$ cat config.mk
export PLATFORM = sky130hd
export DESIGN_NAME = axis_full_to_data_c
export DESIGN_NICKNAME = d
export VERILOG_FILES = /design/src/rtl/axis_full_to_data_c.sv
export SDC_FILE = /design/constraint.sdc
export NUM_CORES = 1
export LEC_CHECK = 0
export CAP_MARGIN = 10
export CORE_MARGIN = 8
export CORE_UTILIZATION = 52
export CTS_CLUSTER_DIAMETER = 200
export DETAILED_ROUTE_END_ITERATION = 6
export HOLD_SLACK_MARGIN = 0.03
export PLACE_DENSITY = 0.81
export SYNTH_ARGS = -nofsm -noshare
export SYNTH_HDL_FRONTEND = slang
export SYNTH_SLANG_ARGS = --single-unit
$ cat constraint.sdc
create_clock -name clock -period 2.8 [get_ports clock]
set_clock_uncertainty 0.1 [all_clocks]
set_input_delay 0.42 -clock clock [delete_from_list [all_inputs] [get_ports clock]]
set_output_delay 0.42 -clock clock [all_outputs]
set_load 0.03 [all_outputs]
$ cat src/rtl/axis_full_to_data_c.sv
// AXI-Stream to data_inf_c register slice.
// Packs {tuser, tkeep, tlast, tdata} into one word through a two-entry skid buffer,
// so tready and the output valid/data are all driven straight from flops.
// Also counts accepted tlast beats and tracks whether a frame is in progress.
module axis_full_to_data_c #(
    parameter int unsigned DSIZE  = 8,
    parameter int unsigned KSIZE  = DSIZE / 8,
    parameter int unsigned USIZE  = 1,
    parameter int unsigned FCNT_W = 16
) (
    input  logic                             clock,
    input  logic                             rst,
    // axi_stream_inf slave side
    input  logic [DSIZE-1:0]                 axis_tdata_i,
    input  logic [KSIZE-1:0]                 axis_tkeep_i,
    input  logic [USIZE-1:0]                 axis_tuser_i,
    input  logic                             axis_tlast_i,
    input  logic                             axis_tvalid_i,
    output logic                             axis_tready_o,
    // data_inf_c master side
    output logic [USIZE+KSIZE+1+DSIZE-1:0]   data_o,
    output logic                             valid_o,
    input  logic                             ready_i,
    // status
    output logic [FCNT_W-1:0]                frame_cnt_o,
    output logic                             in_frame_o
);

    localparam int unsigned W = USIZE + KSIZE + 1 + DSIZE;

    logic [W-1:0]      main_q, main_d;
    logic [W-1:0]      skid_q, skid_d;
    logic              m_v_q, m_v_d;
    logic              s_v_q, s_v_d;
    logic              rdy_q, rdy_d;
    logic [FCNT_W-1:0] frame_cnt_q, frame_cnt_d;
    logic              in_frame_q, in_frame_d;

    logic [W-1:0] in_word;
    logic         acc;
    logic         ofire;

    assign in_word = {axis_tuser_i, axis_tkeep_i, axis_tlast_i, axis_tdata_i};
    assign acc     = axis_tvalid_i & rdy_q;
    assign ofire   = m_v_q & ready_i;

    // Skid-buffer next state; acc cannot coincide with s_v_q because rdy_q is low then
    always_comb begin
        main_d = main_q;
        skid_d = skid_q;
        m_v_d  = m_v_q;
        s_v_d  = s_v_q;
        if (ofire && s_v_q) begin
            main_d = skid_q;
            m_v_d  = 1'b1;
            s_v_d  = 1'b0;
        end else if (acc && (!m_v_q || ofire)) begin
            main_d = in_word;
            m_v_d  = 1'b1;
        end else if (acc) begin
            skid_d = in_word;
            s_v_d  = 1'b1;
        end else if (ofire) begin
            m_v_d = 1'b0;
        end
        rdy_d = ~s_v_d;
    end

    // Frame counter and in-frame flag follow accepted beats only
    always_comb begin
        frame_cnt_d = frame_cnt_q;
        in_frame_d  = in_frame_q;
        if (acc) begin
            if (axis_tlast_i) begin
                frame_cnt_d = frame_cnt_q + FCNT_W'(1);
                in_frame_d  = 1'b0;
            end else begin
                in_frame_d = 1'b1;
            end
        end
    end

    // State registers; reset drops all buffered beats and status
    always_ff @(posedge clock or posedge rst) begin
        if (rst) begin
            main_q      <= '0;
            skid_q      <= '0;
            m_v_q       <= 1'b0;
            s_v_q       <= 1'b0;
            rdy_q       <= 1'b0;
            frame_cnt_q <= '0;
            in_frame_q  <= 1'b0;
        end else begin
            main_q      <= main_d;
            skid_q      <= skid_d;
            m_v_q       <= m_v_d;
            s_v_q       <= s_v_d;
            rdy_q       <= rdy_d;
            frame_cnt_q <= frame_cnt_d;
            in_frame_q  <= in_frame_d;
        end
    end

    assign axis_tready_o = rdy_q;
    assign data_o        = main_q;
    assign valid_o       = m_v_q;
    assign frame_cnt_o   = frame_cnt_q;
    assign in_frame_o    = in_frame_q;

endmodule

# Yosys cells after proc, flatten, opt, wreduce, memory -nomap -nowiden
# Index checks and enable logic that the tools add are counted.
# W data, S select, Z words.
[totals]
regBits = 42
inputBits = 15
out_inout_bits = 30
elab_cells = 33
[op_classes]
n_addsub = 1
n_eq_ne = 1
mux = 10
n_bitwise = 5
reduce_logical = 9
[op_table]
columns = ["cell", "n"]
rows = [
  ["$mux W11", 2],
  ["$add A16 B1 Y16 const B", 1],
  ["$mux W1", 8],
  ["$reduce_and A2 Y1", 2],
  ["$ne A3 B1 Y1 const B", 1],
  ["$not A1 Y1", 3],
  ["$reduce_and A3 Y1", 1],
  ["$reduce_bool A3 Y1", 1],
  ["$and A1 B1 Y1", 2],
  ["$logic_and A1 B1 Y1", 2],
  ["$reduce_bool A2 Y1", 1],
  ["$logic_not A1 Y1", 1],
  ["$logic_or A1 B1 Y1", 1],
]

# Longest topological paths before layout
# Gate-level depths: netlist of run 1.
[logic_depth]
depth_word = 6
depth_mapped = 5
depth_no_buf = 5

# Least setup slack after synthesis of run 1
# No wires, ideal clock.
[synth_timing]
path_kind = "reg-to-reg"
from = "reg frame_cnt_q[5] (netlist: frame_cnt_o[5])"
to = "reg frame_cnt_q[12] (netlist: frame_cnt_o[12])"
setup_time_ns = 0.133
arrival_ns = 1.413
t_required_ns = 2.567
slack_ns = 1.154
stages_incl_launch_ff = 5
n_path_buf = 0
period_less_slack_ns = 1.646
path_cell_list = "dfrtp_1 -> nand4_2 -> nor4_2 -> nand4_1 -> xnor2_1"
[synth_via]
elab_chain_len = 1
[synth_lines]
columns = ["element", "line_no", "text"]
rows = [
  ["from (decl)", "36", "logic [FCNT_W-1:0] frame_cnt_q, frame_cnt_d;"],
  ["from (signal assigned)", "99", "frame_cnt_q <= frame_cnt_d;"],
  ["$add A16 B1 Y16", "75", "frame_cnt_d = frame_cnt_q + FCNT_W'(1);"],
]
# No other way between the ends.
# A chain may end at the register's enable or synchronous reset.

# Worst setup path in the final report of run 1
[layout_timing]
from = "reg frame_cnt_q[4] (netlist: frame_cnt_o[4])"
to = "out frame_cnt_o[4]"
[layout_rtl]
columns = ["element", "line_no", "text"]
rows = [
  ["to (decl)", "25", "output logic [FCNT_W-1:0] frame_cnt_o,"],
]
# No word-level cell between the ends.

==> reports/results.ini, run 1 <==
[status]
outcome=finished, final reports clean

[power_and_ir_drop]
pwr-share-clk_pct=19.8
pwr-share-seq_pct=39.9
intPower_w=0.00158
swShare_pct=36.9
netSwitchingPower_w=0.000922
peakVddDrop_mv=0.638
leakage_nw=1.10
combPwrFrac_pct=40.3
power_density_nw_per_um2=1040

[cts]
clk_pin_slew_ns=0.12
post_cts_buffers=0
clockRootBuffer=clkbuf_4
cts_buffers=5
htreeDepth=2
cts_tree=yes
postCtsHoldBufs=0
cts_resized=0
clk_path_buf_depth=2
clock-sinks=42
insertion_delay_ns=0.35

[synth]
synth_cell_types=24
netlist_area_um2=1790
seq_area_frac_synth_pct=58.6
avgSynthCellArea_um2=11.9
synth_top_area_cell=dfrtp_1
ys_ff_latch=42
syn_inst=151
syn-num-nets=167
yosysWarnings=0
synth_top_cell_area_share_pct=58.6
synth_area_leaders=dfrtp_1 59%, mux2_2 6.9%, mux2i_1 6.1%

[timing]
tightestPinTransition_ns=0.626
period_minus_slack_ns=2.05
rsz0062_at_grt=false
min_period_over_period_pct=73.1
whs_ns=0.382
slew-limit-headroom_pct=58.2
final_max_slew_viol_count=0
setup_viol=0
finalHoldViolCount=0
setup_tns_ns=0
layout_setup_ws_ns=0.754
fmax_mhz=489

[critical_path]
startpoint_type=register
reg2reg_from=axis_tready_o$_DFF_PP0_
worstPathArrival_ns=1.53
crit_slowest_cell=clkdlybuf4s50_1
crit_type=reg -> out
path_buf_inv=1
path_cells=clkdlybuf4s50_1
path_max_fanout=6
worstPathRequired_ns=2.28
cpLargestDelayFamily=buffers and inverters
cpPeakStageDelay_ns=0.71
crit_start=frame_cnt_o[4]$_DFFE_PP0P_
endpoint_kind=output pin
rrSetupSlack_ns=1.10

[routing]
drc=0
antenna_left=0
drtIter0Drc=59
first_pass_iters=2
num_vias=1267
avgViaCountPerCell=5.13
wl_per_cell_um=15.1
wirelength_mm=3.73

[floorplanning]
start_util_pct=53.7
die_w_um=74.7
die_y_um=74.7
io_pins=45
dieArea_um2=5580
core_area_um2=3340
rows=21

[final_layout]
fill_cells=250
drive_above_1_share_pct=12.4
ff_latch_area_um2=1050
area_delta_synth_final_pct=33.6
antennaDiodeCount=0
design_area_um2=2400
multi_input_area_um2=706
layout.nets=216

[global_route]
grt_pass1_vias=1352
grt_max_degree=43
antenna_found_initial=0
grt_overflow=0
track_usage_pct=14.3
grt_pass1_wl_mm=6.13

[place]
post-dp-hpwl_mm=2.77
place_ws_ns=0.570
place_area_um2=2280
gp_congestion=0.798
portBuffers=44

[flow_run]
cap_violations=0

[worst_hold_path]
holdCritPathClass=in -> async

-- area by class of cell --
type / instances / share of cell area (%)
clock buffer: 6 / 2.14
clock inverter: 2 / 2.51
inverter: 4 / 0.627
multi-input combinational: 101 / 29.5
sequential: 42 / 43.9
tap: 46 / 2.40
timing repair buffer: 46 / 19.0
-- cells in the mapped netlist --
cell type,count
nor4_2,1
and4_1,1
clkbuf_1,1
buf_4,1
dfrtp_1,42
or2_2,1
nor2_1,3
xor2_1,5
ha_1,1
nor3_1,2
nand4_2,1
inv_1,4
and2_1,4
buf_2,2
nand3_1,8
mux2i_1,11
o21ai_1,1
nand2b_1,1
nand2_1,23
nor4_4,1
o21ai_0,14
xnor2_1,10
mux2_2,11
nand4_1,2
-- placed cells by master (no fill, tap or decap) --
cell type / n
nand4_2: 1
clkdlybuf4s50_1: 44
nor3_1: 2
dfrtp_1: 42
and4_1: 1
ha_1: 1
nor4_4: 1
xor2_1: 5
clkbuf_4: 5
o21ai_0: 14
bufinv_16: 2
and2_1: 4
o21ai_1: 1
mux2_2: 11
buf_4: 2
nor2_1: 3
nand3_1: 8
or2_2: 1
inv_1: 4
nor4_2: 1
mux2i_1: 11
clkbuf_8: 1
nand2_1: 23
nand2b_1: 1
xnor2_1: 10
nand4_1: 2
-- power groups by stage --
| stage | logic (W) | registers, W | clock network [W] |
|---|---|---|---|
| after global routing | 0.00109 | 0.00103 | 0.000529 |
| after global placement | 0.000992 | 0.000987 | 0 |
| after CTS | 0.00103 | 0.000997 | 0.000505 |
| after detailed placement | 0.00102 | 0.00100 | 0 |
| after floorplan | 0.000367 | 0.00124 | 0 |
| final | 0.00101 | 0.000999 | 0.000495 |
-- cells by family (layout without fill, tap and decap cells) --
| logic type | Yosys count | after routing | share of synthesized area, % |
|---|---|---|---|
| AOI/OAI and AO/OA | 15 | 15 | 4.19 |
| xor gates and xnor gates | 15 | 15 | 7.33 |
| muxes | 22 | 22 | 13.0 |
| buffers and inverters | 8 | 58 | 2.02 |
| DFF | 42 | 42 | 58.6 |
| and+or+nand+nor | 48 | 48 | 14.1 |
| adders and majority gates | 1 | 1 | 0.698 |
-- final timing paths --
kind	depth (start not counted)	endpoint
setup / recovery	1	frame_cnt_o[4]
hold / removal	3	frame_cnt_o[2]$_DFFE_PP0P_
setup reg to reg	3	skid_q[5]$_DFFE_PP0P_
hold reg to reg	1	frame_cnt_o[15]$_DFFE_PP0P_
max in group asynchronous	3	skid_q[6]$_DFFE_PP0P_
min in group clock	1	frame_cnt_o[15]$_DFFE_PP0P_
-- flip-flops by register name (all words and copies together) (netlist names) --
signal,count
s_v_q,1
axis_tready_o,1
frame_cnt_o,16
in_frame_o,1
data_o,11
valid_o,1
skid_q,11
-- per-layer routing --
layer  wire length, µm  GRT usage [%]  vias to the layer above  part of all wire, %
li1                  -              -                      609                    -
met1              1630           15.9                      607                   44
met2              1710           23.5                       38                   46
met3               310           6.13                       13                  8.3
met4                85           6.09                        0                  2.3
met5                 0              0                        -                    0
-- per-stage QoR --
step	utilization (%)	power [W]	cells
4_1_cts	71.8	0.00253	247
3_3_place_gp	68.5	0.00198	239
6_report	71.8	0.00250	247
2_1_floorplan	-	0.00161	151
3_5_place_dp	68.5	0.00203	239
5_1_grt	71.8	0.00265	247
No activity file was read; power rests on OpenSTA's default activity.
==> run 2, diff against run 1 <==
--- a/config.mk
+++ b/config.mk
@@ -7,11 +7,11 @@
 export LEC_CHECK = 0
 export CAP_MARGIN = 10
 export CORE_MARGIN = 8
-export CORE_UTILIZATION = 52
+export CORE_UTILIZATION = 48
 export CTS_CLUSTER_DIAMETER = 200
 export DETAILED_ROUTE_END_ITERATION = 6
 export HOLD_SLACK_MARGIN = 0.03
-export PLACE_DENSITY = 0.81
+export PLACE_DENSITY = 0.75
 export SYNTH_ARGS = -nofsm -noshare
 export SYNTH_HDL_FRONTEND = slang
 export SYNTH_SLANG_ARGS = --single-unit
==> constraint.sdc (replaced) <==
create_clock -name clock -period 2.15 [get_ports clock]
set_clock_uncertainty 0.1 [all_clocks]
set_input_delay 0.3225 -clock clock [delete_from_list [all_inputs] [get_ports clock]]
set_output_delay 0.3225 -clock clock [all_outputs]
set_load 0.03 [all_outputs]
==> run 2 against run 1 <==
Routed wire length is 3.9% lower. Register-to-register slack worse by 0.53 ns. Die area is 6.5% higher. Largest power group unchanged. Highest routed layer unchanged.
==> reports/results.ini, run 2 (synthesis results as in run 1) <==
[cts]
cts_resized=0
clk_pin_slew_ns=0.08
clock-sinks=42
cts_buffers=5
htreeDepth=2
insertion_delay_ns=0.29
cts_tree=yes
post_cts_buffers=0
clk_path_buf_depth=2
clockRootBuffer=clkbuf_8
postCtsHoldBufs=0

[floorplanning]
die_y_um=77.1
core_area_um2=3630
start_util_pct=49.3
dieArea_um2=5950
die_w_um=77.1
io_pins=45
rows=22

[global_route]
grt_overflow=0
antenna_found_initial=0
grt_pass1_vias=1286
grt_pass1_wl_mm=6.10
track_usage_pct=12.4
grt_max_degree=43

[final_layout]
largest_reg_flops=16
layout.cells.non_filler=252
area_delta_synth_final_pct=34.9
layout.nets=219
final_common_cell=clkdlybuf4s50_1
layout_common_cells=44 x clkdlybuf4s50_1, 42 x dfrtp_1, 23 x nand2_1
antennaDiodeCount=0
drive_above_1_share_pct=13.7
final_util_pct=66.6
design_area_um2=2420

[status]
outcome=finished, final reports clean

[critical_path]
crit_slowest_cell=clkdlybuf4s50_1
reg2reg_from=frame_cnt_o[2]$_DFFE_PP0P_
path_cells=clkdlybuf4s50_1
path_buf_inv=1
rr_worst_depth=4
startpoint_type=register
cpPeakStageDelay_ns=0.71
worstPathArrival_ns=1.45
endpoint_kind=output pin
rrSetupSlack_ns=0.57
cpLargestDelayFamily=buffers and inverters
reg2reg_to=frame_cnt_o[12]$_DFFE_PP0P_
crit_type=reg -> out
worstPathRequired_ns=1.73
path_max_fanout=6
cp.depth=1

[timing]
period_minus_slack_ns=1.87
tightestPinTransition_ns=0.493
min_period_over_period_pct=87.1
setup_tns_ns=0
fmax_mhz=534
final_max_slew_viol_count=0
slew-limit-headroom_pct=67.1
finalHoldViolCount=0
setup_viol=0
rsz0062_at_grt=false

[routing]
antenna_left=0
drtIter0Drc=33
drc=0
avgViaCountPerCell=4.99
wl_per_cell_um=14.2
first_pass_iters=4
num_vias=1257
wirelength_mm=3.59

[worst_hold_path]
holdCritPathClass=in -> async

[power_and_ir_drop]
peakVddDrop_mv=0.830
leakage_nw=1.12
fin_total_pwr_w=0.00320
power_density_nw_per_um2=1320

[place]
gp_congestion=0.811
post-dp-hpwl_mm=2.77
place_area_um2=2310
dp.cells=244
portBuffers=44

[flow_run]
cap_violations=0

run 2: changes by cell type in the layout (fill, tap and decap cells not counted), sizes merged:
cell and change:
buf +3, clkinv +2, clkbuf -1, bufinv -1
run 2: worst max-delay path by stage:
| stage | startpoint | slack (ns) | end |
|---|---|---|---|
| 2_1_floorplan | frame_cnt_o[5]$_DFFE_PP0P_ | 0.50 | frame_cnt_o[12]$_DFFE_PP0P_ |
| 3_3_place_gp | axis_tlast_i | 0.21 | frame_cnt_o[12]$_DFFE_PP0P_ |
| 3_5_place_dp | axis_tlast_i | 0.11 | frame_cnt_o[12]$_DFFE_PP0P_ |
| 4_1_cts | frame_cnt_o[4]$_DFFE_PP0P_ | 0.26 | frame_cnt_o[4] |
| 5_1_grt | frame_cnt_o[9]$_DFFE_PP0P_ | 0.22 | frame_cnt_o[9] |
| 6_report | frame_cnt_o[9]$_DFFE_PP0P_ | 0.28 | frame_cnt_o[9] |
run 2: through the flow:
stage,setup WS (ns),hold WS [ns]
6_report,0.277,0.368
5_1_grt,0.222,0.402
4_1_cts,0.264,0.380
3_5_place_dp,0.106,0.369
3_3_place_gp,0.212,0.360
2_1_floorplan,0.504,0.331
run 2: cell type report:
class                      instances  area (µm²)
inverter                           4        15.0
tap                               48        60.1
timing repair buffer              49         478
fill                             303        1210
multi-input combinational        101         706
clock inverter                     3        40.0
clock buffer                       5        68.8
sequential                        42        1050
run 2: power breakdown:
| group | internal, W | switching (W) |
|---|---|---|
| clock | 0.000341 | 0.000246 |
| sequential | 0.00108 | 0.000210 |
| combinational | 0.000595 | 0.000724 |
run 2: routing by layer:
| metal | routed length, µm | global-route usage (%) |
|---|---|---|
| met1 | 1560 | 14.4 |
| met2 | 1790 | 20.4 |
| met3 | 187 | 3.85 |
| met4 | 53 | 5.85 |
| met5 | 0 | 0 |
==> run 3, diff against run 2 <==
--- a/config.mk
+++ b/config.mk
@@ -12,6 +12,7 @@
 export DETAILED_ROUTE_END_ITERATION = 6
 export HOLD_SLACK_MARGIN = 0.03
 export PLACE_DENSITY = 0.75
+export SLEW_MARGIN = 20
 export SYNTH_ARGS = -nofsm -noshare
 export SYNTH_HDL_FRONTEND = slang
 export SYNTH_SLANG_ARGS = --single-unit
==> results of run 3 <==
Same layout as run 2: the final DEF is identical, and so are final timing and power.
